### src/rtl/ps2_keys_pkg.sv
// PS/2 break-code constants, FSM state and key-class types for hex entry.
package ps2_keys_pkg;

  localparam logic [15:0] K_0 = 16'hF045;
  localparam logic [15:0] K_1 = 16'hF016;
  localparam logic [15:0] K_2 = 16'hF01E;
  localparam logic [15:0] K_3 = 16'hF026;
  localparam logic [15:0] K_4 = 16'hF025;
  localparam logic [15:0] K_5 = 16'hF02E;
  localparam logic [15:0] K_6 = 16'hF036;
  localparam logic [15:0] K_7 = 16'hF03D;
  localparam logic [15:0] K_8 = 16'hF03E;
  localparam logic [15:0] K_9 = 16'hF046;
  localparam logic [15:0] K_A = 16'hF01C;
  localparam logic [15:0] K_B = 16'hF032;
  localparam logic [15:0] K_C = 16'hF021;
  localparam logic [15:0] K_D = 16'hF023;
  localparam logic [15:0] K_E = 16'hF024;
  localparam logic [15:0] K_F = 16'hF02B;

  localparam logic [15:0] K_ENTER = 16'hF05A;
  localparam logic [15:0] K_BS    = 16'hF066;
  localparam logic [15:0] K_ESC   = 16'hF076;

  localparam logic [15:0] KP_0 = 16'hF070;
  localparam logic [15:0] KP_1 = 16'hF069;
  localparam logic [15:0] KP_2 = 16'hF072;
  localparam logic [15:0] KP_3 = 16'hF07A;
  localparam logic [15:0] KP_4 = 16'hF06B;
  localparam logic [15:0] KP_5 = 16'hF073;
  localparam logic [15:0] KP_6 = 16'hF074;
  localparam logic [15:0] KP_7 = 16'hF06C;
  localparam logic [15:0] KP_8 = 16'hF075;
  localparam logic [15:0] KP_9 = 16'hF07D;

  typedef enum logic [1:0] {EMPTY, ENTRY, HOLD} state_t;

  typedef enum logic [2:0] {KEY_HEX, KEY_ENTER, KEY_BS, KEY_ESC, KEY_NONE} key_class_t;

endpackage

### src/rtl/ps2_hex_decode.sv
// Combinational break-code classifier: code -> {key class, hex nibble}.
// Define HEX_ENTRY_KEYPAD_EN to also accept numeric keypad digits.
module ps2_hex_decode
  import ps2_keys_pkg::*;
(
  input  logic [15:0] code,
  output key_class_t  cls,
  output logic [3:0]  nib
);

  // Map a break code onto its key class; nibble is only meaningful for KEY_HEX
  always_comb begin
    cls = KEY_HEX;
    nib = 4'h0;
    case (code)
      K_0: nib = 4'h0;
      K_1: nib = 4'h1;
      K_2: nib = 4'h2;
      K_3: nib = 4'h3;
      K_4: nib = 4'h4;
      K_5: nib = 4'h5;
      K_6: nib = 4'h6;
      K_7: nib = 4'h7;
      K_8: nib = 4'h8;
      K_9: nib = 4'h9;
      K_A: nib = 4'hA;
      K_B: nib = 4'hB;
      K_C: nib = 4'hC;
      K_D: nib = 4'hD;
      K_E: nib = 4'hE;
      K_F: nib = 4'hF;
`ifdef HEX_ENTRY_KEYPAD_EN
      KP_0: nib = 4'h0;
      KP_1: nib = 4'h1;
      KP_2: nib = 4'h2;
      KP_3: nib = 4'h3;
      KP_4: nib = 4'h4;
      KP_5: nib = 4'h5;
      KP_6: nib = 4'h6;
      KP_7: nib = 4'h7;
      KP_8: nib = 4'h8;
      KP_9: nib = 4'h9;
`endif
      K_ENTER: cls = KEY_ENTER;
      K_BS:    cls = KEY_BS;
      K_ESC:   cls = KEY_ESC;
      default: cls = KEY_NONE;
    endcase
  end

endmodule

### src/rtl/ps2_hex_entry.sv
// Multi-digit hex entry: repeat-suppressed key events edit a right-aligned
// digit buffer; Enter hands the value to the CPU over valid/ready.
// Optional keypad digits via HEX_ENTRY_KEYPAD_EN (handled in ps2_hex_decode).
module ps2_hex_entry
  import ps2_keys_pkg::*;
#(
  parameter int DIGITS = 4
) (
  input  logic                         clk,
  input  logic                         rst_n,
  input  logic [15:0]                  code,
  input  logic                         code_valid,
  output logic [4*DIGITS-1:0]          value,
  output logic                         value_valid,
  input  logic                         value_ready,
  output logic [3:0]                   digit,
  output logic                         digit_stb,
  output logic [$clog2(DIGITS+1)-1:0]  digit_count,
  output logic                         overflow
);

  localparam int VW = 4 * DIGITS;
  localparam int CW = $clog2(DIGITS + 1);

  state_t          state_q, state_d;
  logic [15:0]     last_code;
  logic [VW-1:0]   acc, acc_d, value_d;
  logic [CW-1:0]   cnt_d;
  logic            vv_d, stb_d, ovf_d;
  logic [3:0]      digit_d;
  key_class_t      cls;
  logic [3:0]      nib;
  logic            key_ev;

  ps2_hex_decode u_dec (.code(code), .cls(cls), .nib(nib));

  // A held key only counts once; dropping code_valid re-arms the detector
  assign key_ev = code_valid && (code != last_code);

  // Repeat-suppression history
  always_ff @(posedge clk or negedge rst_n) begin
    if (!rst_n)          last_code <= 16'h0000;
    else if (code_valid) last_code <= code;
    else                 last_code <= 16'h0000;
  end

  // State register
  always_ff @(posedge clk or negedge rst_n) begin
    if (!rst_n) state_q <= EMPTY;
    else        state_q <= state_d;
  end

  // Next state and next datapath/output values
  always_comb begin
    state_d = state_q;
    acc_d   = acc;
    cnt_d   = digit_count;
    value_d = value;
    vv_d    = value_valid;
    digit_d = digit;
    stb_d   = 1'b0;
    ovf_d   = 1'b0;
    case (state_q)
      EMPTY: begin
        if (key_ev && cls == KEY_HEX) begin
          acc_d   = VW'(nib);
          cnt_d   = CW'(1);
          digit_d = nib;
          stb_d   = 1'b1;
          state_d = ENTRY;
        end
      end
      ENTRY: begin
        if (key_ev) begin
          case (cls)
            KEY_HEX: begin
              if (digit_count < CW'(DIGITS)) begin
                acc_d   = (acc << 4) | VW'(nib);
                cnt_d   = digit_count + CW'(1);
                digit_d = nib;
                stb_d   = 1'b1;
              end else begin
                ovf_d = 1'b1;
              end
            end
            KEY_BS: begin
              acc_d = acc >> 4;
              cnt_d = digit_count - CW'(1);
              if (digit_count == CW'(1)) state_d = EMPTY;
            end
            KEY_ESC: begin
              acc_d   = '0;
              cnt_d   = '0;
              state_d = EMPTY;
            end
            KEY_ENTER: begin
              value_d = acc;
              vv_d    = 1'b1;
              state_d = HOLD;
            end
            default: ;
          endcase
        end
      end
      HOLD: begin
        // Key events here are dropped, including one coinciding with the handshake
        if (value_ready) begin
          vv_d    = 1'b0;
          acc_d   = '0;
          cnt_d   = '0;
          state_d = EMPTY;
        end
      end
      default: state_d = EMPTY;
    endcase
  end

  // Registered datapath and outputs
  always_ff @(posedge clk or negedge rst_n) begin
    if (!rst_n) begin
      acc         <= '0;
      digit_count <= '0;
      value       <= '0;
      value_valid <= 1'b0;
      digit       <= 4'h0;
      digit_stb   <= 1'b0;
      overflow    <= 1'b0;
    end else begin
      acc         <= acc_d;
      digit_count <= cnt_d;
      value       <= value_d;
      value_valid <= vv_d;
      digit       <= digit_d;
      digit_stb   <= stb_d;
      overflow    <= ovf_d;
    end
  end

endmodule

### config.mk
export PLATFORM = sky130hd
export DESIGN_NAME = ps2_hex_entry
export DESIGN_NICKNAME = d
export VERILOG_FILES = /design/src/rtl/ps2_keys_pkg.sv /design/src/rtl/ps2_hex_decode.sv /design/src/rtl/ps2_hex_entry.sv
export SDC_FILE = /design/constraint.sdc
export NUM_CORES = 1
export LEC_CHECK = 0
export BUFFER_PORTS_ARGS = -buffer_cell sky130_fd_sc_hd__buf_2
export CORE_MARGIN = 2
export CORE_UTILIZATION = 44
export DETAILED_ROUTE_END_ITERATION = 8
export GPL_TIMING_DRIVEN = 0
export PLACE_DENSITY = 0.66
export SLEW_MARGIN = 20
export SYNTH_ARGS = -nofsm -noshare
export SYNTH_HDL_FRONTEND = slang
export SYNTH_SLANG_ARGS = --single-unit
### constraint.sdc
create_clock -name clk -period 4.3 [get_ports clk]
set_clock_uncertainty 0.05 [all_clocks]
set_input_delay 0.645 -clock clk [delete_from_list [all_inputs] [get_ports clk]]
set_output_delay 0.645 -clock clk [all_outputs]
set_load 0.01 [all_outputs]
==> metrics.md <==
| Metric | Value |
|---|---|
| Area delta synth->final | `18.1%` |
| Syn Inst Count | `303` |
| Power Density | `430 nW/um2` |
| Routed wire per std cell | `15.5 um` |
| Top-area cell type share of the netlist area | `0.442` |
| Die height | `91.9 um` |
| Worst VDD drop | `0.189 mV` |
| Reg area | `1500 um2` |
| Avg Inst Size Synth | `11.2 um2` |
| CORE AREA | `7610 um2` |
| Largest buffer count on any clock path | `2` |
| Slew HR | `0.503` |
| Largest net degree at the start of global routing | `61` |
| Final Routed Wirelength | `7200 um` |
| Starting Density | `0.447` |
| Fin Setup TNS | `0 ns` |
| # fillers | `706` |
| Critical path type | `primary input to flip-flop` |
| H-tree Lvls | `3` |
| CTS tree | `built` |
| First-pass GRT wire length | `12200 um` |
| Tmin final | `2.87 ns` |
| Cells along the critical path | `buf_2 -> nand4bb_1 -> nor4_1 -> a2111oi_4 -> nor4b_1 -> o21a_1 -> mux2_2` |
| Clk root buf | `clkbuf_8` |
| Final-report hold violation count | `0` |
| CP required | `4.48 ns` |
| Layout cells sized above 1 | `0.326` |
| PnR worst setup slack | `1.43 ns` |
| Top cells by area, synth | `dfrtp_1, mux2_2, xnor2_1` |
| Dpl ws | `1.08 ns` |
| Most common cell in the netlist | `dfrtp_1` |
| Crit Reg-Reg Startpoint | `state_q[1]` |
| Util after Layout | `0.527` |
| IO buf count | `43` |
| Num rows | `32` |
| 1st-iter DRT viols | `123` |
| RSZ-0062 raised after global routing | `no` |
| Yosys Warn Count | `0` |
| Gr usage total | `0.183` |
| Fraction of the cycle the final worst path needs | `0.668` |
| Crit path from | `code[0]` |
| Crit path max fanout | `8` |
| Synth top cells by count | `dfrtp_1, mux2_2, and2_1` |
| Clk_lat worst skew | `0.34 ns` |
| Sink Count | `60` |
| Final ANT Viol Nets | `0` |
| Mapped Nets | `330` |
| Placed Area | `3740 um2` |
| Flops & latches, synth | `60` |
| Asr flop ratio synth | `1.00` |
| HP Class | `primary input to async pin` |
| Setup bufs post-CTS | `0` |
| Die Footprint | `8440 um2` |
| Post-synth top flop | `dfrtp_1` |
| CTS clk-pin slew, worst paths | `0.07 ns` |
| Fmax | `348 MHz` |
| Multi-input gate area | `1750 um2` |
| Bufs and invs on worst path | `1` |
| Netlist cell types | `57` |
| TritonCTS Buffers | `9` |
| Worst-margin pin slew | `0.746 ns` |
| Sequential fraction of the synthesis area | `0.442` |
| Post_cts resized | `0` |
| Highest cell delay on the worst timing path | `0.60 ns` |
| Vias in the first global route | `2380` |
| Critical path capture point type | `flip-flop` |
| Nets@finish | `384` |
| Max stage delay cell, worst path | `nor4_1` |
| Maxcap violations | `0` |
| First drt pass iteration count | `4` |
| Hold_buf cts | `0` |
| Via count of the routed design | `2482` |
| Post-route DRC | `0` |
| DP HPWL | `5200 um` |
| Vias per cell | `5.35` |
| Final Cell Area | `4010 um2` |
| Status | `completed` |
| Final RePlAce weighted congestion | `0.850` |
| # diodes | `0` |
| Final setup viols | `0` |
| Total power | `1730 uW` |
| Critical Path AT | `3.05 ns` |
| CP startpoint kind | `primary input` |
| Die width | `91.9 um` |
| Synth area leader | `dfrtp_1` |
| Top delay family on crit path | `simple AND/OR/NAND/NOR gates` |
| EDFF count, synth | `0` |
| Slew Limit Fails | `0` |
| Initial antenna violation count | `0` |
| Post-Syn Area | `3400 um2` |
| Leak pwr | `0.00190 uW` |
| GR Overflow Total | `0` |
| # IOs | `46` |
## worst reg2reg max path, delay by kind of cell, from the launching register on
family,cells,cell delay [ns]
buffers and inverters,3,0.88
and+or+nand+nor,2,0.43
DFF,1,0.41
adders and majority gates,1,0.20
muxes,1,0.14
AOI/OAI and AO/OA,1,0.22
## logic make-up after synthesis
| logic type | Yosys count | share of synthesized area |
|---|---|---|
| buf+inv | 31 | 0.0435 |
| simple gates | 95 | 0.183 |
| flops | 60 | 0.442 |
| mux | 41 | 0.141 |
| compound gates | 51 | 0.118 |
| fa+ha+maj | 7 | 0.0258 |
| xor+xnor | 18 | 0.0464 |
## registers in the layout (all words and copies together), names as in the netlist
register	cells
acc	16
digit	4
digit_count	3
digit_stb	1
last_code	16
overflow	1
state_q	2
value	16
value_valid	1
## metrics by stage
step	cells	hold slack, ns
after floorplan	303	0.299
after global placement	448	0.433
after detailed placement	448	0.440
after CTS	464	0.349
after global routing	464	0.384
final	464	0.322
## report_power, final
part,internal (uW),switching (uW)
Clock,447,238
Sequential,592,27.7
Combinational,181,240
## worst paths after layout
| path | to | slack, ns | cells after the start |
|---|---|---|---|
| worst max-delay path | digit[2] | 1.43 | 7 |
| worst min-delay path | value[15] | 0.32 | 1 |
| worst max register to register | acc[2] | 1.92 | 8 |
| worst min register to register | value[3] | 0.45 | 1 |
| max in group asynchronous | last_code[2] | 3.39 | 1 |
| min in group clk | value[3] | 0.45 | 1 |
## placed cells by master, fill, tap and decap left out, types with 3 or more instances in the layout
cell       netlist  layout
xnor2_1         16      16
clkbuf_8         0       9
mux2_4           7       7
nor3b_1          3       3
buf_4            2       3
mux2i_1          6       6
buf_2            7      49
and3_1           4       4
clkbuf_1         6       6
and2_1          17      17
nor2b_1          5       5
o211ai_1         3       3
nand3b_1         5       5
nand4_1          7       7
bufinv_16        0       4
mux2_2          28      28
nand2b_1         5       5
nand2_1         13      13
o21a_1           3       3
dfrtp_1         60      60
ha_1             7       7
a22o_1          10      10
nor4_1           3       3
a21oi_1          6       6
nor2_1          10      10
nor4b_1          3       3
inv_1           14      14
o21ai_0         13      13
## cell type report
| class | instances | share of cell area |
|---|---|---|
| Buffer | 17 | 0.0237 |
| Inverter | 14 | 0.0131 |
| Sequential cell | 60 | 0.374 |
| Clock inverter | 7 | 0.0365 |
| Clock buffer | 9 | 0.0309 |
| Multi-Input combinational cell | 212 | 0.436 |
| Timing Repair Buffer | 43 | 0.0543 |
| Tap cell | 102 | 0.0318 |
## per-layer routing
metal  global-route usage  vias up  wire [um]
met1                0.273     1215       3630
li1                     -     1198          -
met2                0.261       56       3140
met5                    0        -          0
met3               0.0411       13        290
met4               0.0672        0        138
Note: power is estimated with default switching activity, not from simulation.
